`config.mk`:
```
export PLATFORM = sky130hd
export DESIGN_NAME = int_regfile_sb_flat
export DESIGN_NICKNAME = d
export VERILOG_FILES = /design/src/rtl/int_regfile_sb_if.sv /design/src/rtl/int_regfile_sb.sv /design/src/flat_wrapper.sv
export SDC_FILE = /design/constraint.sdc
export NUM_CORES = 2
export LEC_CHECK = 0
export ABC_AREA = 1
export CORE_ASPECT_RATIO = 1.75
export CORE_MARGIN = 1.5
export CORE_UTILIZATION = 35
export CTS_BUF_LIST = sky130_fd_sc_hd__clkbuf_2 sky130_fd_sc_hd__clkbuf_4 sky130_fd_sc_hd__clkbuf_8
export DETAILED_ROUTE_END_ITERATION = 8
export GPL_TIMING_DRIVEN = 0
export PLACE_DENSITY = 0.61
export SLEW_MARGIN = 40
export SYNTH_ARGS = -nofsm -noshare
export SYNTH_HDL_FRONTEND = slang
export SYNTH_SLANG_ARGS = --single-unit
```
`constraint.sdc`:
```
create_clock -name clk -period 3.1 [get_ports clk]
set_input_delay 0.62 -clock clk [delete_from_list [all_inputs] [get_ports clk]]
set_output_delay 0.62 -clock clk [all_outputs]
set_load 0.01 [all_outputs]
```
`src/rtl/int_regfile_sb_if.sv`:
```
// rtl/int_regfile_sb_if.sv - decode/writeback bus of the register file with scoreboard
interface int_regfile_sb_if #(
  parameter int XLEN  = 32,
  parameter int NREGS = 32
);
  localparam int AW = $clog2(NREGS);

  logic            ready;
  logic            wen;
  logic [AW-1:0]   rd_addr;
  logic [XLEN-1:0] rd_wdata;
  logic [AW-1:0]   rs1_addr;
  logic [AW-1:0]   rs2_addr;
  logic [XLEN-1:0] rs1_rdata;
  logic [XLEN-1:0] rs2_rdata;
  logic            issue_en;
  logic [AW-1:0]   issue_addr;
  logic            rs1_busy;
  logic            rs2_busy;

  modport master (
    input  ready, rs1_rdata, rs2_rdata, rs1_busy, rs2_busy,
    output wen, rd_addr, rd_wdata, rs1_addr, rs2_addr, issue_en, issue_addr
  );

  modport slave (
    output ready, rs1_rdata, rs2_rdata, rs1_busy, rs2_busy,
    input  wen, rd_addr, rd_wdata, rs1_addr, rs2_addr, issue_en, issue_addr
  );
endinterface

```
`src/rtl/int_regfile_sb.sv`:
```
// rtl/int_regfile_sb.sv - register file with clear sequencer and scoreboard; REGFILE_BYPASS_EN adds write-to-read forwarding
module int_regfile_sb #(
  parameter int XLEN  = 32,
  parameter int NREGS = 32
) (
  input  logic          clk,
  input  logic          rst_n,
  int_regfile_sb_if.slave rf
);
  localparam int            AW       = $clog2(NREGS);
  localparam logic [AW-1:0] LAST_IDX = AW'(NREGS - 1);

  typedef enum logic {CLEAR, RUN} state_t;

  state_t          state, state_nxt;
  logic [AW-1:0]   clr_idx, clr_idx_nxt;
  logic            ready;

  // x0 has no storage; entries 1..NREGS-1 only
  logic [XLEN-1:0] mem [1:NREGS-1];
  logic            mem_we;
  logic [AW-1:0]   mem_waddr;
  logic [XLEN-1:0] mem_wdata;

  logic [NREGS-1:0] busy, busy_nxt;
  logic             wr_fire, iss_fire;

  logic [AW-1:0]   rs_addr [2];
  logic [XLEN-1:0] rs_data [2];
  logic            rs_busy [2];

  assign ready    = (state == RUN);
  assign wr_fire  = ready && rf.wen && (rf.rd_addr != '0);
  assign iss_fire = ready && rf.issue_en && (rf.issue_addr != '0);

  always_ff @(posedge clk or negedge rst_n) begin
    if (!rst_n) begin
      state   <= CLEAR;
      clr_idx <= AW'(1);
    end else begin
      state   <= state_nxt;
      clr_idx <= clr_idx_nxt;
    end
  end

  // The clear sequencer owns the write port until the last entry is zeroed
  always_comb begin
    state_nxt   = state;
    clr_idx_nxt = clr_idx;
    mem_we      = 1'b0;
    mem_waddr   = rf.rd_addr;
    mem_wdata   = rf.rd_wdata;
    case (state)
      CLEAR: begin
        mem_we    = 1'b1;
        mem_waddr = clr_idx;
        mem_wdata = '0;
        if (clr_idx == LAST_IDX) begin
          state_nxt = RUN;
        end else begin
          clr_idx_nxt = clr_idx + AW'(1);
        end
      end
      RUN: begin
        mem_we = wr_fire;
      end
      default: begin
        state_nxt = CLEAR;
      end
    endcase
  end

  always_ff @(posedge clk) begin
    if (mem_we) begin
      mem[mem_waddr] <= mem_wdata;
    end
  end

  // Set after clear so a new producer issued on a retiring register keeps it busy
  always_comb begin
    busy_nxt = busy;
    if (wr_fire) begin
      busy_nxt[rf.rd_addr] = 1'b0;
    end
    if (iss_fire) begin
      busy_nxt[rf.issue_addr] = 1'b1;
    end
    busy_nxt[0] = 1'b0;
  end

  always_ff @(posedge clk or negedge rst_n) begin
    if (!rst_n) begin
      busy <= '0;
    end else begin
      busy <= busy_nxt;
    end
  end

  assign rs_addr[0] = rf.rs1_addr;
  assign rs_addr[1] = rf.rs2_addr;

  always_comb begin
    for (int p = 0; p < 2; p++) begin
      rs_data[p] = '0;
      rs_busy[p] = 1'b0;
      if (ready && (rs_addr[p] != '0)) begin
        rs_data[p] = mem[rs_addr[p]];
        rs_busy[p] = busy[rs_addr[p]];
`ifdef REGFILE_BYPASS_EN
        if (wr_fire && (rs_addr[p] == rf.rd_addr)) begin
          rs_data[p] = rf.rd_wdata;
          if (!(iss_fire && (rf.issue_addr == rs_addr[p]))) begin
            rs_busy[p] = 1'b0;
          end
        end
`endif
      end
    end
  end

  assign rf.ready     = ready;
  assign rf.rs1_rdata = rs_data[0];
  assign rf.rs2_rdata = rs_data[1];
  assign rf.rs1_busy  = rs_busy[0];
  assign rf.rs2_busy  = rs_busy[1];
endmodule

```
`src/flat_wrapper.sv`:
```
// flat-port wrapper written by rule: the top's interface ports become plain ports
module int_regfile_sb_flat 
#(
  parameter int XLEN  = 32,
  parameter int NREGS = 32
)
  (clk, rst_n, rf_ready, rf_rs1_rdata, rf_rs2_rdata, rf_rs1_busy, rf_rs2_busy, rf_wen, rf_rd_addr, rf_rd_wdata, rf_rs1_addr, rf_rs2_addr, rf_issue_en, rf_issue_addr);
  int_regfile_sb_if #(.XLEN(XLEN), .NREGS(NREGS)) rf_i ();
  input  logic clk;
  input  logic rst_n;
  output wire logic [$bits(rf_i.ready)-1:0] rf_ready;
  output wire logic [$bits(rf_i.rs1_rdata)-1:0] rf_rs1_rdata;
  output wire logic [$bits(rf_i.rs2_rdata)-1:0] rf_rs2_rdata;
  output wire logic [$bits(rf_i.rs1_busy)-1:0] rf_rs1_busy;
  output wire logic [$bits(rf_i.rs2_busy)-1:0] rf_rs2_busy;
  input wire logic [$bits(rf_i.wen)-1:0] rf_wen;
  input wire logic [$bits(rf_i.rd_addr)-1:0] rf_rd_addr;
  input wire logic [$bits(rf_i.rd_wdata)-1:0] rf_rd_wdata;
  input wire logic [$bits(rf_i.rs1_addr)-1:0] rf_rs1_addr;
  input wire logic [$bits(rf_i.rs2_addr)-1:0] rf_rs2_addr;
  input wire logic [$bits(rf_i.issue_en)-1:0] rf_issue_en;
  input wire logic [$bits(rf_i.issue_addr)-1:0] rf_issue_addr;
  assign rf_ready = rf_i.ready;
  assign rf_rs1_rdata = rf_i.rs1_rdata;
  assign rf_rs2_rdata = rf_i.rs2_rdata;
  assign rf_rs1_busy = rf_i.rs1_busy;
  assign rf_rs2_busy = rf_i.rs2_busy;
  assign rf_i.wen = rf_wen;
  assign rf_i.rd_addr = rf_rd_addr;
  assign rf_i.rd_wdata = rf_rd_wdata;
  assign rf_i.rs1_addr = rf_rs1_addr;
  assign rf_i.rs2_addr = rf_rs2_addr;
  assign rf_i.issue_en = rf_issue_en;
  assign rf_i.issue_addr = rf_issue_addr;
  int_regfile_sb #(.XLEN(XLEN), .NREGS(NREGS)) u_core (.clk(clk), .rst_n(rst_n), .rf(rf_i));
endmodule
```
==> After elaboration in Yosys (flattened, before gate mapping) <==
Memories as Yosys holds them, arrays and structs flattened.
Cells that the tools add are included.
{ "classes": {"bitwise": 5, "magnitude_cmp": 6, "n_eq_ne": 1, "n_reduce_logical": 13, "n_mux": 21, "add_sub_neg": 1} }
{ "op_table": {"columns": ["operator", "n"], "rows": [
  ["$mux 32", 5],
  ["$and 32x32->32", 1],
  ["$not 32->32", 1],
  ["$or 32x32->32", 1],
  ["$lt 5x6->1 const B", 4],
  ["$reduce_bool 5->1", 4],
  ["$bmux 1 s5", 2],
  ["$demux 1 s5", 2],
  ["$ge 5x1->1 const B", 2],
  ["$mux 1", 10],
  ["$logic_and 1x1->1", 8],
  ["$add 5x1->5 const B", 1],
  ["$eq 5x5->1 const B", 1],
  ["$mux 5", 1],
  ["$not 1->1", 2],
  ["$pmux 1 s2", 1],
  ["$reduce_and 2->1", 1]
]} }
{ "word_totals": {"output_inout_bits": 67, "word_cells": 51, "mem_count": 1, "regBits": 37, "mem_bits_rw": 992, "inputBits": 56} }
{ "memory_table": {"columns": ["name", "words", "word_bits", "read_ports", "rd_ports_with_merged_regs", "write_ports", "line_no", "rtl"], "rows": [
  ["u_core.mem", 31, 32, 2, 0, 1, "int_regfile_sb.sv:20", "logic [XLEN-1:0] mem [1:NREGS-1];"]
]} }

==> Logic depth before layout (Yosys ltp) <==
{ "depth": {"word_depth": 9, "mapped_depth": 14, "mapped_depth_nobuf": 11} }

==> Worst setup path after synthesis <==
OpenSTA, ideal clock, no wires.
{ "synth_timing": {"path_type": "input port to flip-flop", "startpoint": "input port rf_rd_addr[3]", "endpoint": "memory u_core.mem[5][0], enable pin", "setup_slack_ns": 0.094, "required_ns": 2.679, "arrival_ns": 2.585, "setup_ns": 0.421, "n_path_buf": 0, "path_stages": 7, "path_cell_list": "inv_1 nand2_1 o21ai_0 inv_1 nor2_1 nand2_1 nor2_1"} }
{ "synth_via": {"elab_chain_cells": 5, "elab_cells_between_ends": 6, "cone_classes": "mux (4); reduce/logical (2)"} }
{ "synth_lines": {"columns": ["item", "line_no", "rtl"], "rows": [
  ["start: declaration", "flat_wrapper.sv:17", "input wire logic [$bits(rf_i.rd_addr)-1:0] rf_rd_addr;"],
  ["$reduce_bool 5->1", "int_regfile_sb.sv:33", "assign wr_fire = ready && rf.wen && (rf.rd_addr != '0);"],
  ["$logic_and 1x1->1", "int_regfile_sb.sv:33", null],
  ["$pmux 1 s2", "int_regfile_sb.sv:53", "case (state)"],
  ["$mux 1", "int_regfile_sb.sv:74", "if (mem_we) begin"],
  ["$mux 1 (implied by the code)", "int_regfile_sb.sv:75", "mem[mem_waddr] <= mem_wdata;"],
  ["end: declaration", "int_regfile_sb.sv:20", null]
]} }
Parallel ways exist; a longest one is shown, timed or not.

==> flow_summary.yaml <==
logic_synthesis:
  synth_area_per_cell_um2: 8.14
  synth_warnings: 0
  netlist_area_um2: 55200
  syn_inst: 6784
  synth_seq_cells: 1029
  ys_seq_area_frac: 0.556
  synth_cell_types: 29
  syn_nets: 6842
clock_tree:
  htreeDepth: 4
  insertion_delay_ns: 0.96
  path_clk_slew_ns: 0.07
  cts_buffers: 161
  clock-sinks: 1029
  cts_tree: "built"
  clock_path_buffers: 4
  root_buffer: "clkbuf_8"
sta:
  finClkSkew_ns: 0.0731
  setup_violations: 27
  fin_setup_tns_ns: -0.777
  max_slew_margin: 0.400
  slew_viol_final: 0
  fin_crit_sh: 1.03
  finalHoldViolations: 0
  fin_crit_ns: 3.19
  setup_ws_ns: -0.0851
  max_freq_mhz: 314
  rsz0062_at_grt: "true"
  tightest_slew_ns: 0.900
setup_path:
  max_stage_delay_ns: 0.38
  cp_top_family: "simple AND/OR/NAND/NOR gates"
  path_buf_inv: 1
  critPathSlowestCell: "edfxtp_1"
  path_common_cell: "nand3_2"
  required_ns: 2.48
  cp.arrival_ns: 2.57
  cp_cell_sequence: "or2_2, nand3_1, nand3_2, nand3_2, nand3_4, nand2_2, nor2_4, clkdlybuf4s15_2"
  crit_fanout: 2
  crit_type: "register to output port"
  end_kind: "output port"
  crit_path_start_kind: "register"
route:
  wirelength_um: 292000
  wl_per_cell_um: 31.2
  drt_iter0_markers: 8204
  vias: 54394
  drt-vias-per-instance: 5.82
  dr.pass1.iters: 9
  postRouteAntennaNets: 0
  drc: 0
place:
  place_hpwl_um: 205000
  io_buffers: 116
  dpl_cell_area_um2: 61000
  gp_congestion: 1.05
final_layout:
  final_layout_size_suffix_gt1_frac: 0.191
  nets: 7259
  fin_area_um2: 69000
  areaGrowthSynthToFinish_pct: 24.9
global_routing:
  grt_overflow: 0
  grt_start_max_net_pins: 32
  first_global_vias: 51421
  grt_pass1_wl_um: 395000
  antenna_found_initial: 16
  grt.total_usage: 0.360
power:
  powerDensity_nw_per_um2: 484
  p_leak_nw: 29.8
  peakVddDrop_v: 0.000290
hold_path:
  hold_path.class: "primary input to async pin"
floorplanning:
  die_w_um: 303
  core-area_um2: 157000
  dieArea_um2: 160000
  num_rows: 192
  io_pins: 123
  die_h_um: 529
  initial_core_util: 0.353
status:
  status: "finished with violations"
  violations: "negative setup slack"
run:
  drv_cap: 0
final timing paths:
kind / startpoint / endpoint / slack (ns) / cells after the start
setup / recovery: u_core.mem[28][9] / rf_rs2_rdata[9] / -0.09 / 8
hold / removal: rst_n / u_core.clr_idx[1] / 0.11 / 2
setup reg to reg: u_core.rf.ready / u_core.mem[27][3] / 0.05 / 6
hold reg to reg: u_core.clr_idx[4] / u_core.clr_idx[4] / 0.52 / 2
max in group asynchronous: rst_n / u_core.busy[7] / 2.53 / 3
min in group clk: rf_issue_addr[1] / u_core.busy[3] / 0.35 / 3
Yosys cell counts:
library cell  count  area share
o21ai_1          24      0.0022
buf_1            48      0.0033
or2_2            57      0.0065
o31ai_2           1     0.00023
buf_4            39      0.0053
buf_8             1     0.00027
nand2_1        2796        0.19
o21ai_0          94      0.0085
edfxtp_1        992        0.54
xor2_1            3     0.00048
buf_6            26      0.0053
clkinv_1          1    0.000068
o211ai_1         33      0.0045
nand2_2           2     0.00023
dfrtp_1          36       0.016
o31ai_1           2     0.00027
buf_2           243       0.022
a21oi_1          57      0.0052
dfstp_2           1     0.00048
inv_1           671       0.046
inv_2             7     0.00048
nand4_1           2     0.00023
clkbuf_1         81      0.0055
nand3_1        1365        0.12
nor2_1          189       0.013
ha_1              2     0.00045
nor3_1            8     0.00072
inv_4             2     0.00023
or2_1             1     0.00011
logic make-up after synthesis:
logic type,after synthesis,share of synthesized area
adders and majority gates,2,0.000453
AOI/OAI and AO/OA,211,0.0208
DFF,1029,0.556
and+or+nand+nor,4420,0.334
xor gates and xnor gates,3,0.000476
buffers and inverters,1119,0.0880
layer usage:
metal	global-route usage	vias to the layer above	routed length, um
met5	0	-	60
met4	0.331	8	33700
met3	0.0956	1324	33400
met2	0.556	4380	130000
met1	0.401	25778	94600
li1	-	22904	-
power breakdown:
part | leakage [nW] | internal, W | switching, W | total (W)
sequential | 9.39 | 0.0153 | 0.0000828 | 0.0154
clock | 1.64 | 0.00627 | 0.00592 | 0.0122
combinational | 18.8 | 0.00164 | 0.00417 | 0.00581
metrics by stage:
stage	hold WS, ns	setup slack, ns	instances	util	total power (W)
global route	0.151	-0.122	9341	0.441	0.0339
detailed placement	0.498	-1.90	9017	0.390	0.0204
CTS	0.110	-0.0905	9311	0.433	0.0328
floorplan	0.324	0.0941	6784	-	0.0179
global placement	0.486	-3.06	8937	0.376	0.0203
finish	0.113	-0.0851	9347	0.441	0.0334
state kept, by name (all words and copies together), names as in the netlist:
name / flops
u_core.rf.ready: 1
u_core.busy: 31
u_core.mem: 992
u_core.clr_idx: 5
timing repair:
item,CTS,global route
pin swaps,84,90
gates cloned,8,4
hold endpoints to repair,37,0
endpoints found under the setup margin,342,196
hold buffers,1,0
resized for setup,1193,317
setup buffers,20,26
final cells by class:
class	count	area [um2]
Fill cell	15145	87600
Sequential cell	1029	30700
Multi-Input combinational cell	4636	22200
Buffer	437	4240
Timing Repair Buffer	255	3530
Inverter	681	2670
Clock buffer	212	2640
Tap cell	2037	2550
Clock inverter	53	473
Antenna cell	7	17.5
cell usage in the layout, fill, tap and decap left out, drive strengths merged, types with 7 or more instances in the layout:
| master | synthesis | routed |
|---|---|---|
| inv | 680 | 677 |
| dfrtp | 36 | 36 |
| a21oi | 57 | 57 |
| nor3 | 8 | 8 |
| edfxtp | 992 | 992 |
| diode | 0 | 7 |
| o21ai | 118 | 118 |
| nand2 | 2798 | 2798 |
| or2 | 58 | 58 |
| clkinv | 1 | 43 |
| clkdlybuf4s50 | 0 | 45 |
| nand3 | 1365 | 1365 |
| clkbuf | 81 | 320 |
| buf | 357 | 531 |
| o211ai | 33 | 33 |
| nor2 | 189 | 189 |
| bufinv | 0 | 9 |
Note: power is estimated with default switching activity, not from simulation.
